`config.mk`:
```
export PLATFORM = sky130hd
export DESIGN_NAME = seg_scan_ctrl
export DESIGN_NICKNAME = d
export VERILOG_FILES = /design/src/rtl/seg_scan_ctrl.sv
export SDC_FILE = /design/constraint.sdc
export NUM_CORES = 1
export LEC_CHECK = 0
export ABC_AREA = 0
export CELL_PAD_IN_SITES_DETAIL_PLACEMENT = 1
export CELL_PAD_IN_SITES_GLOBAL_PLACEMENT = 1
export CORE_AREA = 2 2 79 81
export CTS_BUF_LIST = sky130_fd_sc_hd__clkbuf_8
export DETAILED_ROUTE_END_ITERATION = 8
export DIE_AREA = 0 0 81 83
export MAX_ROUTING_LAYER = met4
export PLACE_DENSITY = 0.81
export SLEW_MARGIN = 20
export SYNTH_ARGS = -nofsm -noshare
export SYNTH_HDL_FRONTEND = slang
export SYNTH_SLANG_ARGS = --single-unit
```
`constraint.sdc`:
```
create_clock -name clkIn -period 5.01 [get_ports clkIn]
set_input_delay 0.7515 -clock clkIn [delete_from_list [all_inputs] [get_ports clkIn]]
set_output_delay 0.7515 -clock clkIn [all_outputs]
set_load 0.02 [all_outputs]
```
`src/rtl/seg_scan_ctrl.sv`:
```
// seg_scan_ctrl: time-multiplexed scan controller for a 4-digit common-anode display.
//
// Each digit owns a slot of CLK_DIV cycles. The first BLANK_CYCLES cycles of a slot keep
// every anode off. During that time the new digit nibble is already driven, so the
// downstream registered segment decoder has settled before the anode turns on.
// A new value is loaded into a pending register. It becomes the displayed (active) value
// only at a frame boundary, so a frame never shows a mix of old and new digits.
//
// Ports
//   clkIn     clock
//   rstIn     asynchronous, active-high reset
//   loadIn    single-cycle request to capture valueIn as the pending value
//   valueIn   four hex nibbles, digit 0 = [3:0] .. digit 3 = [15:12]
//   enIn      per-digit enable, 0 keeps that digit dark (sampled every cycle)
//   digitOut  nibble for the current slot, to the segment decoder
//   anodeOut  active-low digit select
//   busyOut   a loaded value is pending and not yet displayed
//   ackOut    one-cycle pulse when the pending value becomes active
//   frameOut  one-cycle pulse at each frame start
module seg_scan_ctrl #(
  parameter int unsigned CLK_DIV      = 50000,
  parameter int unsigned BLANK_CYCLES = 2
) (
  input  logic        clkIn,
  input  logic        rstIn,
  input  logic        loadIn,
  input  logic [15:0] valueIn,
  input  logic [3:0]  enIn,
  output logic [3:0]  digitOut,
  output logic [3:0]  anodeOut,
  output logic        busyOut,
  output logic        ackOut,
  output logic        frameOut
);

  localparam int unsigned CntW = (CLK_DIV > 1) ? $clog2(CLK_DIV) : 1;
  localparam logic [CntW-1:0] CntMax   = CntW'(CLK_DIV - 1);
  localparam logic [CntW-1:0] CntBlank = CntW'(BLANK_CYCLES);

  typedef enum logic {StBlank, StShow} state_e;

  state_e          state_q, state_d;
  logic [CntW-1:0] cnt_q, cnt_d;
  logic [1:0]      idx_q, idx_d;
  logic [15:0]     pending_q, pending_d;
  logic [15:0]     active_q, active_d;
  logic            busy_q, busy_d;
  logic            ack_q, ack_d;
  logic            frame_q, frame_d;
  logic [3:0]      anode_q, anode_d;
  logic [3:0]      digit_q, digit_d;
  logic            frame_edge;

  // Last cycle of slot 3: the clock edge that ends this cycle starts a new frame.
  assign frame_edge = (cnt_q == CntMax) && (idx_q == 2'd3);

  // Slot counter and slot index.
  always_comb begin
    cnt_d = cnt_q + CntW'(1);
    idx_d = idx_q;
    if (cnt_q == CntMax) begin
      cnt_d = '0;
      idx_d = idx_q + 2'd1;
    end
  end

  // Pending/active double buffer. At a coincident load and boundary, the old pending
  // value moves to active and the new value becomes pending.
  always_comb begin
    pending_d = pending_q;
    active_d  = active_q;
    busy_d    = busy_q;
    ack_d     = 1'b0;
    frame_d   = frame_edge;
    if (frame_edge && busy_q) begin
      active_d = pending_q;
      busy_d   = 1'b0;
      ack_d    = 1'b1;
    end
    if (loadIn) begin
      pending_d = valueIn;
      busy_d    = 1'b1;
    end
  end

  // FSM state register.
  always_ff @(posedge clkIn or posedge rstIn) begin
    if (rstIn) begin
      state_q <= StBlank;
    end else begin
      state_q <= state_d;
    end
  end

  // FSM next state. It follows the counter value being loaded, so the state always
  // matches cnt_q.
  always_comb begin
    state_d = (cnt_d < CntBlank) ? StBlank : StShow;
  end

  // FSM outputs. These are computed from next-state values, so the registered
  // outputs line up with the registered cnt_q and idx_q.
  always_comb begin
    anode_d = 4'hF;
    if ((state_d == StShow) && enIn[idx_d]) begin
      anode_d[idx_d] = 1'b0;
    end
    digit_d = active_d[{idx_d, 2'b00} +: 4];
  end

  always_ff @(posedge clkIn or posedge rstIn) begin
    if (rstIn) begin
      cnt_q     <= '0;
      idx_q     <= 2'd0;
      pending_q <= 16'h0000;
      active_q  <= 16'h0000;
      busy_q    <= 1'b0;
      ack_q     <= 1'b0;
      frame_q   <= 1'b0;
      anode_q   <= 4'hF;
      digit_q   <= 4'h0;
    end else begin
      cnt_q     <= cnt_d;
      idx_q     <= idx_d;
      pending_q <= pending_d;
      active_q  <= active_d;
      busy_q    <= busy_d;
      ack_q     <= ack_d;
      frame_q   <= frame_d;
      anode_q   <= anode_d;
      digit_q   <= digit_d;
    end
  end

  assign digitOut = digit_q;
  assign anodeOut = anode_q;
  assign busyOut  = busy_q;
  assign ackOut   = ack_q;
  assign frameOut = frame_q;

endmodule
```
Yosys cells after proc, flatten, opt, wreduce, memory -nomap -nowiden
Index checks and enable logic that the tools add are counted.
{ "op_classes": {"add_sub_neg": 2, "n_lt_le_gt_ge": 3, "n_eq_ne": 2, "shifts": 1, "n_mux": 12, "bitwise_logic": 1, "n_reduce_logical": 5} }
{ "op_table": {"columns": ["operator", "count"], "rows": [
  ["2-to-1 mux 16 bit", 2],
  ["adder 16 x 1 -> 16 bit (second input constant)", 1],
  ["== test 16 bit (second input constant)", 1],
  ["< comparator 16 x 2 -> 1 bit (second input constant)", 1],
  ["indexed part select 16 x 5 -> 4 bit", 1],
  ["2-to-1 mux 1 bit", 6],
  ["logical AND 1 bit", 4],
  ["2-to-1 mux 4 bit", 1],
  ["inverter 4 bit", 1],
  ["< comparator 2 x 3 -> 1 bit (second input constant)", 1],
  ["adder 2 x 1 -> 2 bit (second input constant)", 1],
  ["binary-select mux 1 bit (select 2 bit)", 1],
  ["demux 1 bit (select 2 bit)", 1],
  ["== test 2 bit (second input constant)", 1],
  ["greater-or-equal comparator 2 x 1 -> 1 bit (second input constant)", 1],
  ["2-to-1 mux 2 bit", 1],
  ["nonzero test 2 bit", 1]
]} }
{ "totals": {"reg_bits": 61, "in_bits": 23, "output_inout_bits": 11, "elab_cells": 35} }

Logic depth before layout (Yosys ltp)
{ "logic_depth": {"ltp_word": 8, "ltp_mapped": 9, "mapped_depth_nobuf": 7} }

Worst setup path after synthesis
Ideal clock, no wire load.
{ "synth_path": {"kind": "reg2reg", "start": "register cnt_q[10]", "end": "register digit_q[2] (netlist: digitOut[2])", "setup_time_ps": 146, "arrival_ps": 2529, "t_required_ps": 4864, "slack_ps": 2335, "stages_incl_launch_ff": 9, "path_buffers": 2, "synth_period_minus_slack_ps": 2675, "cell_sequence": "dfrtp_1 buf_6 or4_1 or4_4 nor4_4 buf_6 mux2i_1 a22o_1 a221oi_2"} }
{ "synth_between": {"elab_chain_cells": 5, "elab_cells_between_ends": 6, "cone_classes": "eq/ne: 1; shift: 1; mux: 2; reduce/logical: 2"} }
{ "synth_rtl": {"columns": ["item", "line_no", "text"], "rows": [
  ["from (decl)", "43", "logic [CntW-1:0] cnt_q, cnt_d;"],
  ["from (signal assigned)", "123", "cnt_q <= cnt_d;"],
  ["== test 16 bit *", "55, 61", null],
  ["logical AND 1 bit", "55", "assign frame_edge = (cnt_q == CntMax) && (idx_q == 2'd3);"],
  ["logical AND 1 bit", "75", "if (frame_edge && busy_q) begin"],
  ["2-to-1 mux 16 bit", "75", null],
  ["indexed part select 16 x 5 -> 4 bit *", "108", "digit_d = active_d[{idx_d, 2'b00} +: 4];"],
  ["named net digit_d[2]", "51", "logic [3:0] digit_q, digit_d;"],
  ["to (signal assigned)", "131", "digit_q <= digit_d;"],
  ["to (decl)", "51", null]
]} }
Mark *: on every way through the listed nets, which the timed path passes. The rest lies on a longest branch.
A chain may end at the register's enable or synchronous reset.

Worst setup path in the final report
{ "layout_path": {"start": "register cnt_q[10]", "end": "register digit_q[0] (netlist: digitOut[0])"} }
The elaborated chain is that of the path after synthesis.

==> summary.txt <==
Critical Setup Path Class - reg -> reg
Post-layout util - 58.7%
Iteration-0 DRC Markers - 108
Hold path depth - 2
Initial core utilization - 48.2%
Skew final - 0.00682 ns
Combinational share of power - 4.4%
Clock root cell - clkbuf_8
Post-route DRC violation count - 0
Clk slew on worst S/H paths - 0.07 ns
Mapped cell area - 2810 sq um
Worst R2R Path Depth - 7
Avg Synthesized Cell Area - 11.6 sq um
Synth Area in XOR/XNOR - 5.62%
RePlAce Congestion - 0.812
Hold_sp - active_q[1]
Register-to-register setup slack - 1.93 ns
R2R Path End - digitOut[0]
Final WL - 6580 um
Hold Violations, Final - 0
Num CTS Buffers - 9
Area added between synthesis and finish - 21.7%
CTS tree - yes
Die ar. - 6720 sq um
Worst Path Required - 5.20 ns
Post-synth cell types - 38
Hold WC Path Type - reg -> reg
Ports - 34
Worst Hold Path EP - active_q[1]
DRT Pass-1 Iters - 6
Seq/Total Area, Yosys - 54.6%
Syn Inst Count - 242
Post-synthesis compound-gate area fraction - 6.60%
Sw Ratio - 20.4%
Outcome - complete, no violations
Vias post-DR - 1,963
RSZ-0062 raised after global routing - false
Total clock sinks - 61
Most frequent cells in the layout - dfrtp_1, clkdlybuf4s50_1, inv_1
Row Count - 28
Core box area - 5820 sq um
Final period util - 61.5%
Post-CTS sizing - 0
ANT cells - 0
Synthesis Warnings - 0
Max Freq - 324 MHz
Antenna-violating nets left - 0
Net switching power - 0.219 mW
#FFs+latches synth - 61
GRT Total Usage - 22.4%
CTS Hold Bufs - 0
Layout Nets - 300
Post-synthesis simple-gate area fraction - 14.7%
Mux contribution to synthesized area - 12.5%
Synth Area in Adders - 0.892%
Commonest non-fill, non-tap cell in the layout - dfrtp_1
Endpoints failing setup - 0
Worst EP arrival - 3.28 ns
Worst-Skew Late Latency - 0.34 ns
Syn nets - 267
Post-DR wirelength/cell - 18.6 um
Tmin final - 3.08 ns
Startpoint types - register
Maximum VDD drop - 0.225 mV
Total setup buffers inserted after CTS - 0
CTS H-tree depth - 3
Final Max Slew Viols - 0
Crit path from - cnt_q[10]
Clock power frac - 47.6%
Largest family of logic cells by synthesized area - simple AND/OR/NAND/NOR gates
Seq pwr share - 48.1%
Final HPWL DP - 4490 um
Asr flop ratio synth - 100%
First-pass GRT wire length - 11,000 um
Vias/cell - 5.55
Crit path max fanout - 10
CTS max path bufs - 2
Leak - 1.61 nW
Die height - 83 um
Power Internal - 0.853 mW
Worst slew margin relative to its limit - 40.5%
Reg2reg start - cnt_q[10]
WHS - 0.488 ns
Number of port buffers - 33
Max-Cap Viols - 0
Setup TNS Final - 0 ns
GR Overflow Total - 0
Synth Flop Type - dfrtp_1
Slew @ Worst Pin - 0.884 ns
Pwr dens - 314 nW/um^2
EDFF count, synth - 0
Worst Setup End Kind - register
Share of layout cells above drive strength 1 - 16.5%
Vias in the first global route - 2,083
Largest net degree at the start of global routing - 62
Die W - 81 um
Initial antenna violation count - 0
stage by stage:
stage / setup WS [ns] / instance area [sq um] / std cells / total power, mW
after floorplan: 2.33 / 2810 / 242 / 0.544
after global placement: 2.10 / 3180 / 339 / 0.570
after detailed placement: 1.97 / 3180 / 339 / 0.572
after CTS: 1.92 / 3410 / 354 / 1.08
after global routing: 1.80 / 3410 / 354 / 1.11
final: 1.93 / 3410 / 354 / 1.07
flip-flops by register name, summed over array words and instances (netlist names):
signal	count
busyOut	1
idx_q	2
cnt_q	16
pending_q	16
digitOut	4
active_q	16
anodeOut	4
ackOut	1
frameOut	1
metal layers:
metal | vias to the layer above | share of wire (%) | track usage, %
met4 | 0 | 2.5 | 10.8
met2 | 54 | 48 | 32.8
met5 | - | 0 | -
li1 | 909 | - | -
met3 | 13 | 4.6 | 4.35
met1 | 987 | 45 | 29.8
cell usage after synthesis (all sizes together), types with 5 or more instances:
cell	count	share of area, %
clkbuf	9	1.2
nor3	5	0.89
mux2i	17	6.1
xor2	8	2.5
xnor2	10	3.1
nor2	12	1.6
mux2	16	6.4
nand2	12	1.6
inv	21	2.8
dfrtp	57	51
o21ai	5	0.89
nand4	10	2.2
nand3	10	1.8
or3	5	1.1
critical path, cell delays in order, from the launching register on:
cell and delay, ns:
dfrtp_1 0.48, or4_1 0.57, or4_4 0.44, nor4_4 0.58, buf_4 0.33, mux2i_1 0.27, a22o_1 0.20, a221oi_2 0.04
logic make-up after synthesis:
logic type      count (synthesis)
simple gates                   71
flops                          61
buf+inv                        34
mux                            33
compound gates                 23
xor+xnor                       18
fa+ha+maj                       2
layout make-up:
class                   instances  area [sq um]
flip-flops and latches         61          1530
fillers                       621          2400
repair buffers                 35           345
multi-input cells             147          1130
clock buffers                  12           165
inverters                      21          78.8
clock inverters                 3          67.6
well taps                      75          93.8
worst max-delay path by stage:
stage | endpoint | slack, ns | cells past startpoint
2_1_floorplan | digitOut[2] | 2.33 | 8
3_3_place_gp | digitOut[0] | 2.10 | 7
3_5_place_dp | digitOut[0] | 1.97 | 7
4_1_cts | digitOut[0] | 1.92 | 7
5_1_grt | digitOut[2] | 1.80 | 7
6_report | digitOut[0] | 1.93 | 7
power groups by stage:
| stage | Sequential [mW] | Combinational [mW] | Clock [mW] |
|---|---|---|---|
| detailed placement | 0.524 | 0.0479 | 0 |
| global route | 0.516 | 0.0518 | 0.539 |
| global placement | 0.523 | 0.0464 | 0 |
| floorplan | 0.520 | 0.0234 | 0 |
| CTS | 0.515 | 0.0483 | 0.516 |
| finish | 0.515 | 0.0469 | 0.510 |
Note: power is estimated with default switching activity, not from simulation.
